--- config.mk ---
export PLATFORM = sky130hd
export DESIGN_NAME = fp_norm_round_seq
export DESIGN_NICKNAME = d
export VERILOG_FILES = /design/src/rtl/fp_pkg.sv /design/src/rtl/fp_round_rne.sv /design/src/rtl/fp_norm_round_seq.sv
export SDC_FILE = /design/constraint.sdc
export NUM_CORES = 1
export LEC_CHECK = 0
export BUFFER_PORTS_ARGS = -buffer_cell sky130_fd_sc_hd__buf_2
export CAP_MARGIN = 5
export CORE_UTILIZATION = 55
export DETAILED_ROUTE_END_ITERATION = 12
export PLACE_DENSITY = 0.75
export SYNTH_ARGS = -nofsm -noshare
export SYNTH_HDL_FRONTEND = slang
export SYNTH_SLANG_ARGS = --single-unit
export TNS_END_PERCENT = 50
--- constraint.sdc ---
create_clock -name clk -period 8.8 [get_ports clk]
set_clock_uncertainty 0.05 [all_clocks]
set_input_delay 0.44 -clock clk [delete_from_list [all_inputs] [get_ports clk]]
set_output_delay 0.44 -clock clk [all_outputs]
set_load 0.01 [all_outputs]
--- src/rtl/fp_pkg.sv ---
// Shared floating-point constants, FSM state type and field-slice macros used by
// the adder datapath and the normalise/round stage.
`ifndef FP_PKG_MACROS
`define FP_PKG_MACROS
`define FP_SIGN(v, ew, fw)      v[(ew)+(fw)]
`define FP_EXP(v, ew, fw)       v[(ew)+(fw)-1:(fw)]
`define FP_FRAC(v, fw)          v[(fw)-1:0]
`define MANT_CARRY(m, fw)       m[(fw)+3]
`define MANT_HIDDEN(m, fw)      m[(fw)+2]
`define MANT_FRAC(m, fw)        m[(fw)+1:2]
`define MANT_GUARD(m)           m[1]
`define MANT_STICKY(m)          m[0]
`endif

package fp_pkg;
  localparam int EXP_W   = 8;
  localparam int FRAC_W  = 23;
  localparam int BIAS    = 127;
  localparam int EXP_MAX = (1 << EXP_W) - 1;

  typedef enum logic [1:0] {
    IDLE  = 2'd0,
    NORM  = 2'd1,
    ROUND = 2'd2,
    DONE  = 2'd3
  } state_e;

  localparam int FLAG_ZERO = 0;
  localparam int FLAG_UNF  = 1;
  localparam int FLAG_OVF  = 2;
endpackage

--- src/rtl/fp_round_rne.sv ---
// Round-to-nearest-even of a normalised significand, with exponent bump on
// fraction overflow and saturation to infinity.
module fp_round_rne #(
  parameter int EXP_W  = 8,
  parameter int FRAC_W = 23
) (
  input  logic [FRAC_W-1:0] frac_i,
  input  logic [EXP_W+1:0]  exp_i,
  input  logic              guard_i,
  input  logic              sticky_i,
  output logic [FRAC_W-1:0] frac_o,
  output logic [EXP_W-1:0]  exp_o,
  output logic              overflow_o
);
  localparam logic [EXP_W+1:0] EXP_INF = {2'b00, {EXP_W{1'b1}}};

  logic              inc;
  logic [FRAC_W:0]   frac_sum;
  logic [EXP_W+1:0]  exp_adj;

  always_comb begin
    inc        = guard_i & (sticky_i | frac_i[0]);
    frac_sum   = {1'b0, frac_i} + {{FRAC_W{1'b0}}, inc};
    exp_adj    = exp_i + {{(EXP_W+1){1'b0}}, frac_sum[FRAC_W]};
    overflow_o = (exp_adj >= EXP_INF);
    if (overflow_o) begin
      frac_o = '0;
      exp_o  = '1;
    end else begin
      // A carry out of the fraction leaves it all-zero, which is exactly 1.0 x 2^(e+1).
      frac_o = frac_sum[FRAC_W-1:0];
      exp_o  = exp_adj[EXP_W-1:0];
    end
  end
endmodule

--- src/rtl/fp_norm_round_seq.sv ---
// Sequential normalise-and-round stage: one left shift per cycle (or one right
// shift on carry), then RNE rounding into a packed IEEE-754 result.
module fp_norm_round_seq #(
  parameter int EXP_W  = fp_pkg::EXP_W,
  parameter int FRAC_W = fp_pkg::FRAC_W
) (
  input  logic                      clk,
  input  logic                      rst,
  input  logic                      in_valid,
  output logic                      in_ready,
  input  logic                      in_sign,
  input  logic [EXP_W:0]            in_exp,
  input  logic [FRAC_W+3:0]         in_mant,
  output logic                      out_valid,
  input  logic                      out_ready,
  output logic [EXP_W+FRAC_W:0]     out_fp,
  output logic [2:0]                out_flags
);
  import fp_pkg::*;

  localparam int MW  = FRAC_W + 4;
  localparam int EW2 = EXP_W + 2;
  localparam int FPW = 1 + EXP_W + FRAC_W;

  state_e           state_q, state_d;
  logic             sign_q, sign_d;
  logic [EW2-1:0]   exp_q, exp_d;
  logic [MW-1:0]    mant_q, mant_d;
  logic [FPW-1:0]   fp_q, fp_d;
  logic [2:0]       flags_q, flags_d;

  logic [FRAC_W-1:0] r_frac;
  logic [EXP_W-1:0]  r_exp;
  logic              r_ovf;

  fp_round_rne #(
    .EXP_W  (EXP_W),
    .FRAC_W (FRAC_W)
  ) u_round (
    .frac_i     (`MANT_FRAC(mant_q, FRAC_W)),
    .exp_i      (exp_q),
    .guard_i    (`MANT_GUARD(mant_q)),
    .sticky_i   (`MANT_STICKY(mant_q)),
    .frac_o     (r_frac),
    .exp_o      (r_exp),
    .overflow_o (r_ovf)
  );

  // NOTE: every register here is a small flop, so all of them take the async
  // reset; output hold values and the working operand are cleared together.
  always_ff @(posedge clk or posedge rst) begin
    if (rst) begin
      state_q <= IDLE;
      sign_q  <= 1'b0;
      exp_q   <= '0;
      mant_q  <= '0;
      fp_q    <= '0;
      flags_q <= '0;
    end else begin
      state_q <= state_d;
      sign_q  <= sign_d;
      exp_q   <= exp_d;
      mant_q  <= mant_d;
      fp_q    <= fp_d;
      flags_q <= flags_d;
    end
  end

  // NOTE: defaults first so no path through the case leaves a variable unassigned.
  always_comb begin
    state_d = state_q;
    sign_d  = sign_q;
    exp_d   = exp_q;
    mant_d  = mant_q;
    fp_d    = fp_q;
    flags_d = flags_q;

    unique case (state_q)
      IDLE: begin
        if (in_valid) begin
          sign_d  = in_sign;
          exp_d   = {1'b0, in_exp};
          mant_d  = in_mant;
          state_d = NORM;
        end
      end

      NORM: begin
        if (`MANT_CARRY(mant_q, FRAC_W)) begin
          // Right shift by one; the guard bit falls into sticky.
          mant_d  = {1'b0, mant_q[MW-1:2], `MANT_GUARD(mant_q) | `MANT_STICKY(mant_q)};
          exp_d   = exp_q + 1'b1;
          state_d = ROUND;
        end else if (mant_q == '0) begin
          fp_d               = {sign_q, {(EXP_W+FRAC_W){1'b0}}};
          flags_d            = '0;
          flags_d[FLAG_ZERO] = 1'b1;
          state_d            = DONE;
        end else if (`MANT_HIDDEN(mant_q, FRAC_W)) begin
          state_d = ROUND;
        end else if (exp_q <= EW2'(1)) begin
          fp_d               = {sign_q, {(EXP_W+FRAC_W){1'b0}}};
          flags_d            = '0;
          flags_d[FLAG_ZERO] = 1'b1;
          flags_d[FLAG_UNF]  = 1'b1;
          state_d            = DONE;
        end else begin
          // Left shift hidden/frac/guard; sticky stays put as it summarises bits below guard.
          mant_d = {1'b0, mant_q[MW-3:1], 1'b0, `MANT_STICKY(mant_q)};
          exp_d  = exp_q - 1'b1;
        end
      end

      ROUND: begin
        fp_d              = {sign_q, r_exp, r_frac};
        flags_d           = '0;
        flags_d[FLAG_OVF] = r_ovf;
        state_d           = DONE;
      end

      DONE: begin
        if (out_ready) state_d = IDLE;
      end

      default: state_d = IDLE;
    endcase
  end

  assign in_ready  = (state_q == IDLE);
  assign out_valid = (state_q == DONE);
  assign out_fp    = fp_q;
  assign out_flags = flags_q;
endmodule

Word level (Yosys, flattened, before mapping)
Index checks and enable logic that the tools add are counted. W data, S select, Z words.

Bits of input ports: 41. Logic and storage cells: 73. Output and inout bits: 37. Register bits after elaboration: 75.

Add/subtract/negate cells: 4. Bitwise gates (word level): 3. Order comparisons: 2. Reductions and logical operators: 11. Eq/ne operators: 13. Mux-type cells: 31.

Operators by type and width (count): $mux W32 (4); $mux W26 (4); $pmux W32 S2 (1); $pmux W27 S2 (1); $mux W10 (5); $logic_not A27 Y1 (1); $mux W27 (1); $add A23 B1 Y24 (1); $mux W23 (1); $pmux W10 S2 (1); $ne A3 B3 Y1 const B (5); $mux W2 (6); $mux W3 (4); $add A10 B1 Y10 (1); $add A10 B1 Y10 const B (1); $ge A10 B8 Y1 const B (1); $le A10 B1 Y1 const B (1); $sub A10 B1 Y10 const B (1); $reduce_and A3 Y1 (3); $mux W8 (1); $pmux W2 S4 (1); $ne A2 B2 Y1 const B (3); $pmux W3 S2 (1); $ne A5 B5 Y1 const B (1); other kinds (10) (14).

Logic depth before layout (Yosys ltp)
Gate-level depths: netlist (run 1).

Depth in word-level cells: 7. Depth in mapped cells: 13. Depth with buffers taken out: 11.

By module
A second synthesis (run 1) with hierarchy kept.

Cell total of the unflattened synthesis: 503. Area total of the unflattened synthesis: 4692.0 µm².

By module, submodules not included: fp_norm_round_seq (sequential area each 1876.8 µm², area an instance 3809.9 µm², cells each 366, instances 1); fp_round_rne (sequential area each 0.0 µm², area an instance 882.1 µm², cells each 137, instances 1).

Worst setup path before layout (run 1)
OpenSTA, ideal clock, no wires.

Kind: register -> register. Start: register mant_q[4]. End: register fp_q[10], in the netlist out_fp[10]. Arrival: 3502 ps. Setup time: 68 ps. Stages on the path, launching flop included: 14. Setup slack: 5180 ps. Period minus slack after synthesis: 3620 ps. Buffers on the path: 2. Required time: 8682 ps. Cells stage by stage: dfrtp_1 -> clkbuf_1 -> and4_1 -> nand4_1 -> nor3_1 -> and3_1 -> ha_1 -> ha_1 -> nand3_1 -> or4b_2 -> nand3_1 -> o21a_1 -> buf_1 -> a32o_1.

Word-level cells in the longest chain between the ends: 5. Elaborated cells between the ends (all ways): 11. Classes of those cells: add/sub (2); order compare (1); eq/ne (2); mux (4); reduce/logical (2).

Ends and longest elaborated chain: start, declared (line fp_norm_round_seq.sv:28) `logic [MW-1:0] mant_q, mant_d;`; start signal, assigned (line fp_norm_round_seq.sv:63) `mant_q <= mant_d;`; $add A23 B1 Y24 (line fp_round_rne.sv:23) `frac_sum = {1'b0, frac_i} + {{FRAC_W{1'b0}}, inc};`; $add A10 B1 Y10 (line fp_round_rne.sv:24) `exp_adj = exp_i + {{(EXP_W+1){1'b0}}, frac_sum[FRAC_W]};`; $ge A10 B8 Y1 (line fp_round_rne.sv:25) `overflow_o = (exp_adj >= EXP_INF);`; $mux W23 (line fp_round_rne.sv:26) `if (overflow_o) begin`; $pmux W32 S2 (line fp_norm_round_seq.sv:78) `unique case (state_q)`; end signal, assigned (line fp_norm_round_seq.sv:64) `fp_q <= fp_d;`; end, declared (line fp_norm_round_seq.sv:29) `logic [FPW-1:0] fp_q, fp_d;`.

Parallel ways exist; a longest one is shown, timed or not. The select of a mux whose other input is x is not followed. A chain may end at the register's enable or synchronous reset.

Final worst setup path (run 1)
Start: register mant_q[1]. End: register fp_q[13], in the netlist out_fp[13].

Word-level cells in the longest chain between the ends: 6. Elaborated cells between the ends (all ways): 12. Classes of those cells: add/sub (2); order compare (1); eq/ne (2); mux (4); bitwise (1); reduce/logical (2).

Ends and longest elaborated chain: $and A1 B1 Y1 (line fp_round_rne.sv:22) `inc = guard_i & (sticky_i | frac_i[0]);`; $add A23 B1 Y24 (line fp_round_rne.sv:23); $add A10 B1 Y10 (line fp_round_rne.sv:24); $ge A10 B8 Y1 (line fp_round_rne.sv:25); $mux W23 (line fp_round_rne.sv:26); $pmux W32 S2 (line fp_norm_round_seq.sv:78).

Parallel ways exist; a longest one is shown, timed or not. The select of a mux whose other input is x is not followed.

==> impl_metrics.yaml, run 1 <==
yosys:
  ys_async_sr_fraction_pct: 100
  synth.distinct_cells: 59
  synthesis.area_um2: 4770
  synth_top_area_cell: "dfrtp_1"
  synth_area_leaders: "dfrtp_1 (39%), mux2_4 (6.3%), a221o_1 (5.0%)"
  ys_seq_area_share_pct: 39.4
  synthTopCellsByCount: "dfrtp_1 (75), clkbuf_1 (31), nand2_1 (30)"
  yosys_warnings: 0
  netlist.area_leader.share_pct: 39.4
  syn_inst: 475
  synthFlopType: "dfrtp_1"
  avgSynthCellArea_um2: 10.0
  synth_nets: 526
  ys_ff_latch: 75
  synth.most_common_cell: "dfrtp_1"
  synth_edf_count: 0
timing:
  tightest_slew_ns: 1.06
  slew_headroom_pct: 29.5
  whs_ns: 0.279
  period_minus_slack_ns: 4.18
  period_share_pct: 47.5
  tns_ns: 0
  rsz0062_at_grt: "false"
  max_freq_mhz: 239
  setup_viol: 0
  finalHoldViolations: 0
  report.final.slew_viol_count: 0
cts:
  cts_resized: 0
  numCtsBuffers: 9
  cts-root-buf: "clkbuf_8"
  clock_path_buffers: 2
  path_clk_slew_ns: 0.08
  post_cts_buffers: 0
  h-tree-depth: 3
  cts_tree: "yes"
  cts.sinks: 75
  hold_buffers: 0
  clock_latency_ns: 0.34
final_layout:
  final_core_util_pct: 64.8
  finalInstanceArea_um2: 5380
  area_growth_pct: 12.9
  fill_cells: 677
  drive_above_1_share_pct: 26.5
  n_antenna_cell: 0
  layout.nets: 574
die:
  rows: 33
  initial_core_util_pct: 57.4
  die_x_um: 95.1
  boundaryPins: 78
  fp.dieH_um: 95.1
  dieArea_um2: 9040
  coreArea_um2: 8300
detailed_routing:
  wl_per_cell_um: 18.7
  totalWireLength_um: 11900
  via_per_inst: 6.46
  drc: 0
  antenna_left: 0
  drt_iter0_markers: 367
  firstDrtPassIters: 5
  vias: 4088
power:
  vdd_drop_max_v: 0.000247
  p_per_area_nw_per_um2: 381
  power_mw: 2.05
  p_leak_nw: 2.53
setup_path:
  worstPathArrival_ns: 4.41
  worst-setup-path-type: "reg -> reg"
  path_cells: "and3_1 > nand4_1 > nor3_1 > and3_1 > ha_1 > ha_1 > nand3_1 > or4b_2 > nand3_1 > o21a_1 > a32o_1"
  end_kind: "flip-flop"
  required_ns: 9.02
  worst_path_max_delay_cell: "or4b_2"
  crit_fanout: 23
  crit_path_start_kind: "flip-flop"
  cpPeakStageDelay_ns: 0.70
placed_design:
  place_area_um2: 5140
  place.gp.congestion: 0.918
  dp_hpwl_um: 8080
  portBuffers: 77
global_route:
  grt_first_pass_wirelength_um: 19600
  grt-ovfl-total: 0
  grt_pass1_vias: 3876
  grt_max_degree: 76
  grt_antenna_before_repair: 0
  grt_usage_pct: 28.2
run_status:
  status: "complete, no violations"
min_path:
  hold_class: "in -> reg"
flow_run:
  max_cap_violations: 0
cell usage in the layout, fill, tap and decap left out, drive strengths merged, types with 5 or more instances in the layout:
master | Yosys | routed
nor4 | 7 | 7
xor2 | 9 | 9
or4 | 5 | 5
nor3 | 10 | 10
o22ai | 7 | 7
nand2 | 30 | 30
and3 | 29 | 29
ha | 10 | 10
mux2 | 26 | 26
inv | 14 | 14
mux2i | 7 | 7
nor2 | 25 | 25
xnor2 | 18 | 18
a2bb2oi | 6 | 6
a21oi | 9 | 9
nand4 | 12 | 12
a221oi | 7 | 7
nand3 | 14 | 14
or3 | 5 | 5
o21ai | 9 | 9
a32o | 20 | 20
clkbuf | 32 | 11
and4 | 6 | 6
dfrtp | 75 | 75
buf | 14 | 83
a221o | 24 | 24
power by group:
part	leakage (nW)	total [mW]	internal, mW	switching [mW]
logic	1.46	1.00	0.482	0.522
clock network	0.123	0.324	0.196	0.128
registers	0.950	0.724	0.491	0.233
logic make-up after synthesis:
logic type | Yosys count | share of synthesized area, %
and+or+nand+nor | 160 | 18.4
AOI/OAI and AO/OA | 110 | 20.2
DFF | 75 | 39.4
buffers and inverters | 60 | 5.30
muxes | 33 | 9.19
xor gates and xnor gates | 27 | 4.96
adders and majority gates | 10 | 2.63
final timing paths:
path	startpoint	endpoint	slack (ns)	cells after the start
max	mant_q[1]	out_fp[13]	4.62	11
min	in_sign	sign_q	0.28	2
max reg2reg	mant_q[1]	out_fp[13]	4.62	11
min reg2reg	out_fp[26]	out_fp[26]	0.43	1
max in group asynchronous	rst	mant_q[19]	7.71	3
min in group asynchronous	rst	out_fp[5]	0.33	3
state kept, by name (all words and copies together), names as in the netlist:
register	flops
state_q	2
sign_q	1
out_flags	3
exp_q	10
out_fp	32
mant_q	27
through the flow:
stage	setup slack, ns	instances
after floorplan	5.18	475
after global placement	4.76	617
after detailed placement	4.61	617
after CTS	4.62	633
after global routing	4.24	633
final	4.62	633
metal layers:
metal	GRT usage (%)	routed length (µm)
met2	41.6	5430
met4	11.5	237
met3	5.18	772
met5	0	0
met1	40.5	5430
critical path, delay by kind of cell, from the launching register on:
kind	cells	cell delay, ns
adders and majority gates	2	0.38
and+or+nand+nor	7	2.21
DFF	1	0.47
AOI/OAI and AO/OA	2	0.99
area by class of cell:
| cell class | instances | area, µm² | area share, % |
|---|---|---|---|
| multi-input cells | 340 | 2650 | 49.2 |
| flip-flops and latches | 75 | 1880 | 34.9 |
| repair buffers | 83 | 430 | 8.00 |
| clock buffers | 11 | 141 | 2.63 |
| well taps | 105 | 131 | 2.44 |
| clock inverters | 5 | 100 | 1.86 |
| inverters | 14 | 52.6 | 0.977 |
Power figures use the tool's default switching activity.
==> run 2, diff against run 1 <==
--- a/config.mk
+++ b/config.mk
@@ -5,9 +5,10 @@
 export SDC_FILE = /design/constraint.sdc
 export NUM_CORES = 1
 export LEC_CHECK = 0
+export ABC_AREA = 1
 export BUFFER_PORTS_ARGS = -buffer_cell sky130_fd_sc_hd__buf_2
 export CAP_MARGIN = 5
-export CORE_UTILIZATION = 55
+export CORE_UTILIZATION = 53
 export DETAILED_ROUTE_END_ITERATION = 12
 export PLACE_DENSITY = 0.75
 export SYNTH_ARGS = -nofsm -noshare
==> constraint.sdc (replaced) <==
create_clock -name clk -period 3.7 [get_ports clk]
set_clock_uncertainty 0.05 [all_clocks]
set_input_delay 0.185 -clock clk [delete_from_list [all_inputs] [get_ports clk]]
set_output_delay 0.185 -clock clk [all_outputs]
set_load 0.01 [all_outputs]
==> run 2 against run 1 <==
Non-clock buffer count is 2 higher; power grew to 2.5 times the previous value; clock power is 110% higher; final area is 11% higher; combinational power grew to 2.8 times the previous value; die area is 16% higher; maximum frequency is 28% higher; hold slack worse by 0.27 ns; first-iteration DRC count is 16% higher; wire length is 28% higher; synthesized area is 13% higher; critical endpoint is now out_fp[9].
==> impl_metrics.yaml, run 2 <==
detailed_routing:
  antenna_left: 0
  wl_per_cell_um: 15.3
  totalWireLength_um: 15200
  via_per_inst: 5.51
  drc: 0
  vias: 5476
  firstDrtPassIters: 5
  drt_iter0_markers: 426
timing:
  tns_ns: 0
  max_freq_mhz: 305
  slew_headroom_pct: 51.3
  tightest_slew_ns: 0.729
  period_minus_slack_ns: 3.28
  finalHoldViolations: 0
  period_share_pct: 88.6
  rsz0062_at_grt: "false"
  report.final.slew_viol_count: 0
  setup_viol: 0
yosys:
  synth_area_leaders: "dfrtp_1 (35%), nand2_1 (19%), nand3_1 (15%)"
  synth_nets: 855
  synth.most_common_cell: "nand2_1"
  netlist.area_leader.share_pct: 35.0
  synthesis.area_um2: 5370
  yosys_warnings: 0
  synthTopCellsByCount: "nand2_1 (270), nand3_1 (157), dfrtp_1 (75)"
  synth_edf_count: 0
  ys_async_sr_fraction_pct: 100
  ys_ff_latch: 75
  synthFlopType: "dfrtp_1"
  ys_seq_area_share_pct: 35.0
  synth_top_area_cell: "dfrtp_1"
  syn_inst: 804
  synth.distinct_cells: 32
  avgSynthCellArea_um2: 6.67
cts:
  cts_tree: "yes"
  clock_latency_ns: 0.36
  post_cts_buffers: 0
  numCtsBuffers: 9
  cts-root-buf: "clkbuf_8"
  clock_path_buffers: 2
  h-tree-depth: 3
  path_clk_slew_ns: 0.09
  cts.sinks: 75
setup_path:
  worstReg2RegEnd: "out_fp[9]"
  r2r_slack_ns: 0.42
  required_ns: 3.96
  startpoint: "mant_q[4]"
  crit_fanout: 12
  rr_startpoint: "mant_q[4]"
  crit_path_start_kind: "flip-flop"
  worstPathArrival_ns: 3.53
  worst-setup-path-type: "reg -> reg"
  end_kind: "flip-flop"
  r2r_cells: 20
global_route:
  grt_first_pass_wirelength_um: 25000
  grt_max_degree: 53
  grt-ovfl-total: 0
  grt_antenna_before_repair: 0
  grt_pass1_vias: 4890
  grt_usage_pct: 30.6
placed_design:
  dp_hpwl_um: 11100
  place.gp.congestion: 0.962
  place_area_um2: 5730
  portBuffers: 77
power:
  p_leak_nw: 3.07
  power_mw: 5.20
  p_switching_mw: 2.70
  comb_power_share_pct: 54.6
  p_per_area_nw_per_um2: 873
  p_int_mw: 2.50
  p_clk_share_pct: 12.9
  vdd_drop_max_v: 0.000831
  power_switching_share_pct: 52.0
  seqPwrFrac_pct: 32.5
final_layout:
  area_growth_pct: 11.0
  drive_above_1_share_pct: 18.2
  final_common_cell: "nand2_1"
  finalInstanceArea_um2: 5960
  fill_cells: 987
  n_antenna_cell: 0
  layout.nets: 908
  layout_common_cells: "nand2_1 (269), nand3_1 (157), buf_2 (77), dfrtp_1 (75), nor2_1 (68)"
  final_core_util_pct: 60.9
  largest_register_ffs: 32
die:
  die_x_um: 103
  dieArea_um2: 10500
  boundaryPins: 78
  rows: 36
  initial_core_util_pct: 54.9
  fp.dieH_um: 103
  coreArea_um2: 9770
min_path:
  holdPathStages: 2
  hold_class: "in -> reg"
  min_to: "sign_q"
  hold_start: "in_sign"
flow_run:
  max_cap_violations: 0
run_status:
  status: "complete, no violations"
run 2: cell families after synthesis:
group	count (synthesis)	share of synthesized area (%)
AOI/OAI and AO/OA	54	6.02
buffers and inverters	104	9.00
DFF	75	35.0
and+or+nand+nor	542	44.5
muxes	1	0.210
adders and majority gates	10	2.33
xor gates and xnor gates	18	2.94
run 2: repair_timing:
item / 4_1_cts / 5_1_grt
hold buffers: 1 / 0
setup endpoints to repair: 0 / 7
gates resized for setup: 0 / 1
hold endpoints to repair: 23 / 0
run 2: critical path, stage by stage, from the launching register on:
cell	delay, ns
dfrtp_1	0.48
nand2_1	0.11
nor2_1	0.15
nand2_1	0.11
inv_1	0.10
nand2_1	0.08
nor3_1	0.16
nand4_1	0.10
nor2_1	0.13
ha_1	0.23
ha_1	0.25
inv_1	0.10
nor2_2	0.19
nand2_1	0.08
nand2_1	0.08
nand2_2	0.09
nor2_8	0.23
o21ai_4	0.19
nor2_2	0.12
nand3_1	0.09
nand2_1	0.10
run 2: through the flow:
step / setup slack (ns) / std cells / hold slack, ns
floorplan: 0.974 / 804 / 0.285
global placement: 0.549 / 977 / 0.189
detailed placement: 0.379 / 977 / 0.204
CTS: 0.351 / 993 / 0.00729
global route: 0.0681 / 994 / 0.0132
finish: 0.421 / 994 / 0.0130
run 2: how the worst max path moves through the flow:
| stage | to | slack, ns | cells past startpoint |
|---|---|---|---|
| detailed placement | out_fp[21] | 0.38 | 19 |
| finish | out_fp[9] | 0.42 | 20 |
| CTS | out_fp[21] | 0.35 | 19 |
| floorplan | out_fp[3] | 0.97 | 22 |
| global placement | out_fp[19] | 0.55 | 19 |
| global route | out_fp[21] | 0.07 | 20 |
run 2: routing by layer:
| layer | wire length, µm | vias to the layer above | global-route usage (%) |
|---|---|---|---|
| met5 | 0 | - | 0 |
| met1 | 7400 | 2518 | 47.4 |
| li1 | - | 2684 | - |
| met3 | 1150 | 21 | 3.93 |
| met2 | 6510 | 253 | 45.2 |
| met4 | 142 | 0 | 6.70 |
run 2: area by class of cell:
cell class	count	area [µm²]	area share, %
clock buffer	11	151	2.54
clock inverter	4	50.0	0.840
inverter	60	225	3.78
multi-input combinational	626	3030	50.8
sequential	75	1880	31.5
tap	133	166	2.79
timing repair buffer	85	460	7.73
run 2: power by group through the flow:
stage	combinational, mW	clock, mW	sequential (mW)
final	2.84	0.673	1.69
after global routing	3.22	0.712	1.74
after CTS	2.80	0.678	1.67
after detailed placement	2.79	0	1.69
after global placement	2.74	0	1.67
after floorplan	2.23	0	1.55
==> run 3, diff against run 2 <==
--- a/config.mk
+++ b/config.mk
@@ -8,9 +8,11 @@
 export ABC_AREA = 1
 export BUFFER_PORTS_ARGS = -buffer_cell sky130_fd_sc_hd__buf_2
 export CAP_MARGIN = 5
-export CORE_UTILIZATION = 53
+export CELL_PAD_IN_SITES_DETAIL_PLACEMENT = 1
+export CELL_PAD_IN_SITES_GLOBAL_PLACEMENT = 1
+export CORE_UTILIZATION = 37
 export DETAILED_ROUTE_END_ITERATION = 12
-export PLACE_DENSITY = 0.75
+export PLACE_DENSITY = 0.74
 export SYNTH_ARGS = -nofsm -noshare
 export SYNTH_HDL_FRONTEND = slang
 export SYNTH_SLANG_ARGS = --single-unit
==> run 3 against run 2 <==
Count of clock-buffer cells in the layout rose by 2; via count fell by 0.13%; sequential power barely moved; clock power rose by 31%; combinational power rose by 4%; sequential share of layout area fell by 0.93 points; maximum frequency fell by 1.3%; final area rose by 3.0%; hold slack improved by 0.017 ns; die area rose by 42%; global-route usage fell by 6.2 points; cell count rose by 5.1%; largest cell class unchanged.
==> impl_metrics.yaml, run 3 (same netlist as run 2, synthesis figures left out) <==
setup_path:
  required_ns: 3.93
  cpPeakStageDelay_ns: 0.49
  path_cells: "nand2_1 > nor2_1 > nand2_1 > inv_1 > nand2_1 > nor3_1 > nand4_1 > nor2_1 > ha_1 > ha_1 > inv_1 > nor2_2 > nand2_1 > nand2_1 > nand2_2 > nor2_8 > o21ai_4 > nor2_2 > nand3_1 > nand2_1"
  rr_startpoint: "mant_q[4]"
  r2r_slack_ns: 0.38
  crit_fanout: 12
  cp-endpoint: "out_fp[5]"
  crit_path_start_kind: "flip-flop"
  startpoint: "mant_q[4]"
  worst-setup-path-type: "reg -> reg"
  timing.critical_path.mode_cell: "nand2_1"
  worstPathArrival_ns: 3.56
  worst_path_max_delay_cell: "dfrtp_1"
  worstReg2RegEnd: "out_fp[5]"
  end_kind: "flip-flop"
  r2r_cells: 20
detailed_routing:
  drt_iter0_markers: 389
  firstDrtPassIters: 5
  met2_length_um: 7490
  route.met3.wl_um: 706
  top_layer: "met4"
  drc: 0
  antenna_left: 0
  totalWireLength_um: 17200
  via_per_inst: 5.23
  wl_per_cell_um: 16.5
  drt-met1-wl_um: 8670
  vias: 5469
final_layout:
  n_antenna_cell: 0
  seq_area_um2: 1880
  drive_above_1_share_pct: 18.6
  final_common_cell: "nand2_1"
  area_growth_pct: 14.3
  fin_cells: 1045
  multi_input_area_um2: 3030
  largest_register_ffs: 32
  layout_common_cells: "nand2_1 (269), nand3_1 (157), buf_2 (77), dfrtp_1 (75), nor2_1 (68)"
  layout.nets: 911
  fill_cells: 1877
placed_design:
  place_inst: 1027
  portBuffers: 77
  dp_hpwl_um: 12800
  place.gp.congestion: 0.929
timing:
  max_freq_mhz: 301
  period_minus_slack_ns: 3.32
  period_share_pct: 89.8
  finalHoldViolations: 0
  report.final.slew_viol_count: 0
  setup_viol: 0
  tns_ns: 0
  rsz0062_at_grt: "false"
  slew_headroom_pct: 46.5
  tightest_slew_ns: 0.801
cts:
  clock_latency_ns: 0.35
  h-tree-depth: 3
  cts-root-buf: "clkbuf_16"
  cts_tree: "yes"
  numCtsBuffers: 9
  path_clk_slew_ns: 0.06
  cts.sinks: 75
  clock_path_buffers: 2
  post_cts_buffers: 0
die:
  boundaryPins: 78
  die_x_um: 122
  fp.dieH_um: 122
  initial_core_util_pct: 38.4
  coreArea_um2: 14000
  dieArea_um2: 15000
  rows: 43
global_route:
  grt-ovfl-total: 0
  grt_first_pass_wirelength_um: 28600
  grt_antenna_before_repair: 0
  grt_max_degree: 48
  grt_pass1_vias: 5528
  grt_usage_pct: 24.5
power:
  power_mw: 5.51
  p_per_area_nw_per_um2: 899
  vdd_drop_max_v: 0.000452
  p_leak_nw: 3.13
flow_run:
  max_cap_violations: 0
min_path:
  hold_class: "in -> reg"
  holdPathStages: 2
run_status:
  status: "complete, no violations"
## run 3: where the power goes
group / leakage, nW / total, mW / switching (mW) / internal, mW
Sequential: 0.975 / 1.69 / 0.487 / 1.20
Combinational: 2.01 / 2.94 / 1.97 / 0.972
Clock: 0.144 / 0.879 / 0.353 / 0.526
## run 3: area by class of cell
type                       instances  share of cell area, %
clock buffer                      13                   4.57
clock inverter                     3                  0.326
inverter                          60                   3.67
multi-input combinational        626                   49.3
sequential                        75                   30.6
tap                              180                   3.67
timing repair buffer              88                   7.87
## run 3: worst min path at each step
stage	start	endpoint	slack (ns)
floorplan	in_mant[26]	mant_q[26]	0.29
global placement	rst	out_fp[16]	0.27
detailed placement	rst	out_fp[16]	0.27
CTS	in_sign	sign_q	0.03
global route	in_sign	sign_q	0.03
finish	in_sign	sign_q	0.03
## run 3: what timing repair did
item,4_1_cts,5_1_grt
gates resized for setup,0,1
hold buffers,1,0
endpoints found under the hold margin,28,0
endpoints found under the setup margin,0,24
## run 3: critical path: cells and delay by family (launching register included)
kind,cells,cell delay (ns)
buffers and inverters,2,0.20
AO/OA/AOI/OAI,1,0.18
AND/OR/NAND/NOR,15,1.86
flip-flops,1,0.49
adder cells (fa/ha/maj),2,0.47
## run 3: through the flow
stage / setup WS, ns / utilization (%) / hold WS [ns] / area [µm²]
after detailed placement: 0.294 / 41.5 / 0.274 / 5810
after global placement: 0.458 / 41.5 / 0.274 / 5810
after floorplan: 0.974 / - / 0.285 / 5370
final: 0.377 / 43.9 / 0.0300 / 6140
after global routing: 0.0339 / 43.9 / 0.0286 / 6140
after CTS: 0.283 / 43.7 / 0.0311 / 6120
## run 3: routing by layer
metal,vias to the layer above,GRT usage [%]
met5,-,0
met4,0,8.61
met3,26,3.02
met2,135,36.3
met1,2618,36.3
li1,2690,-
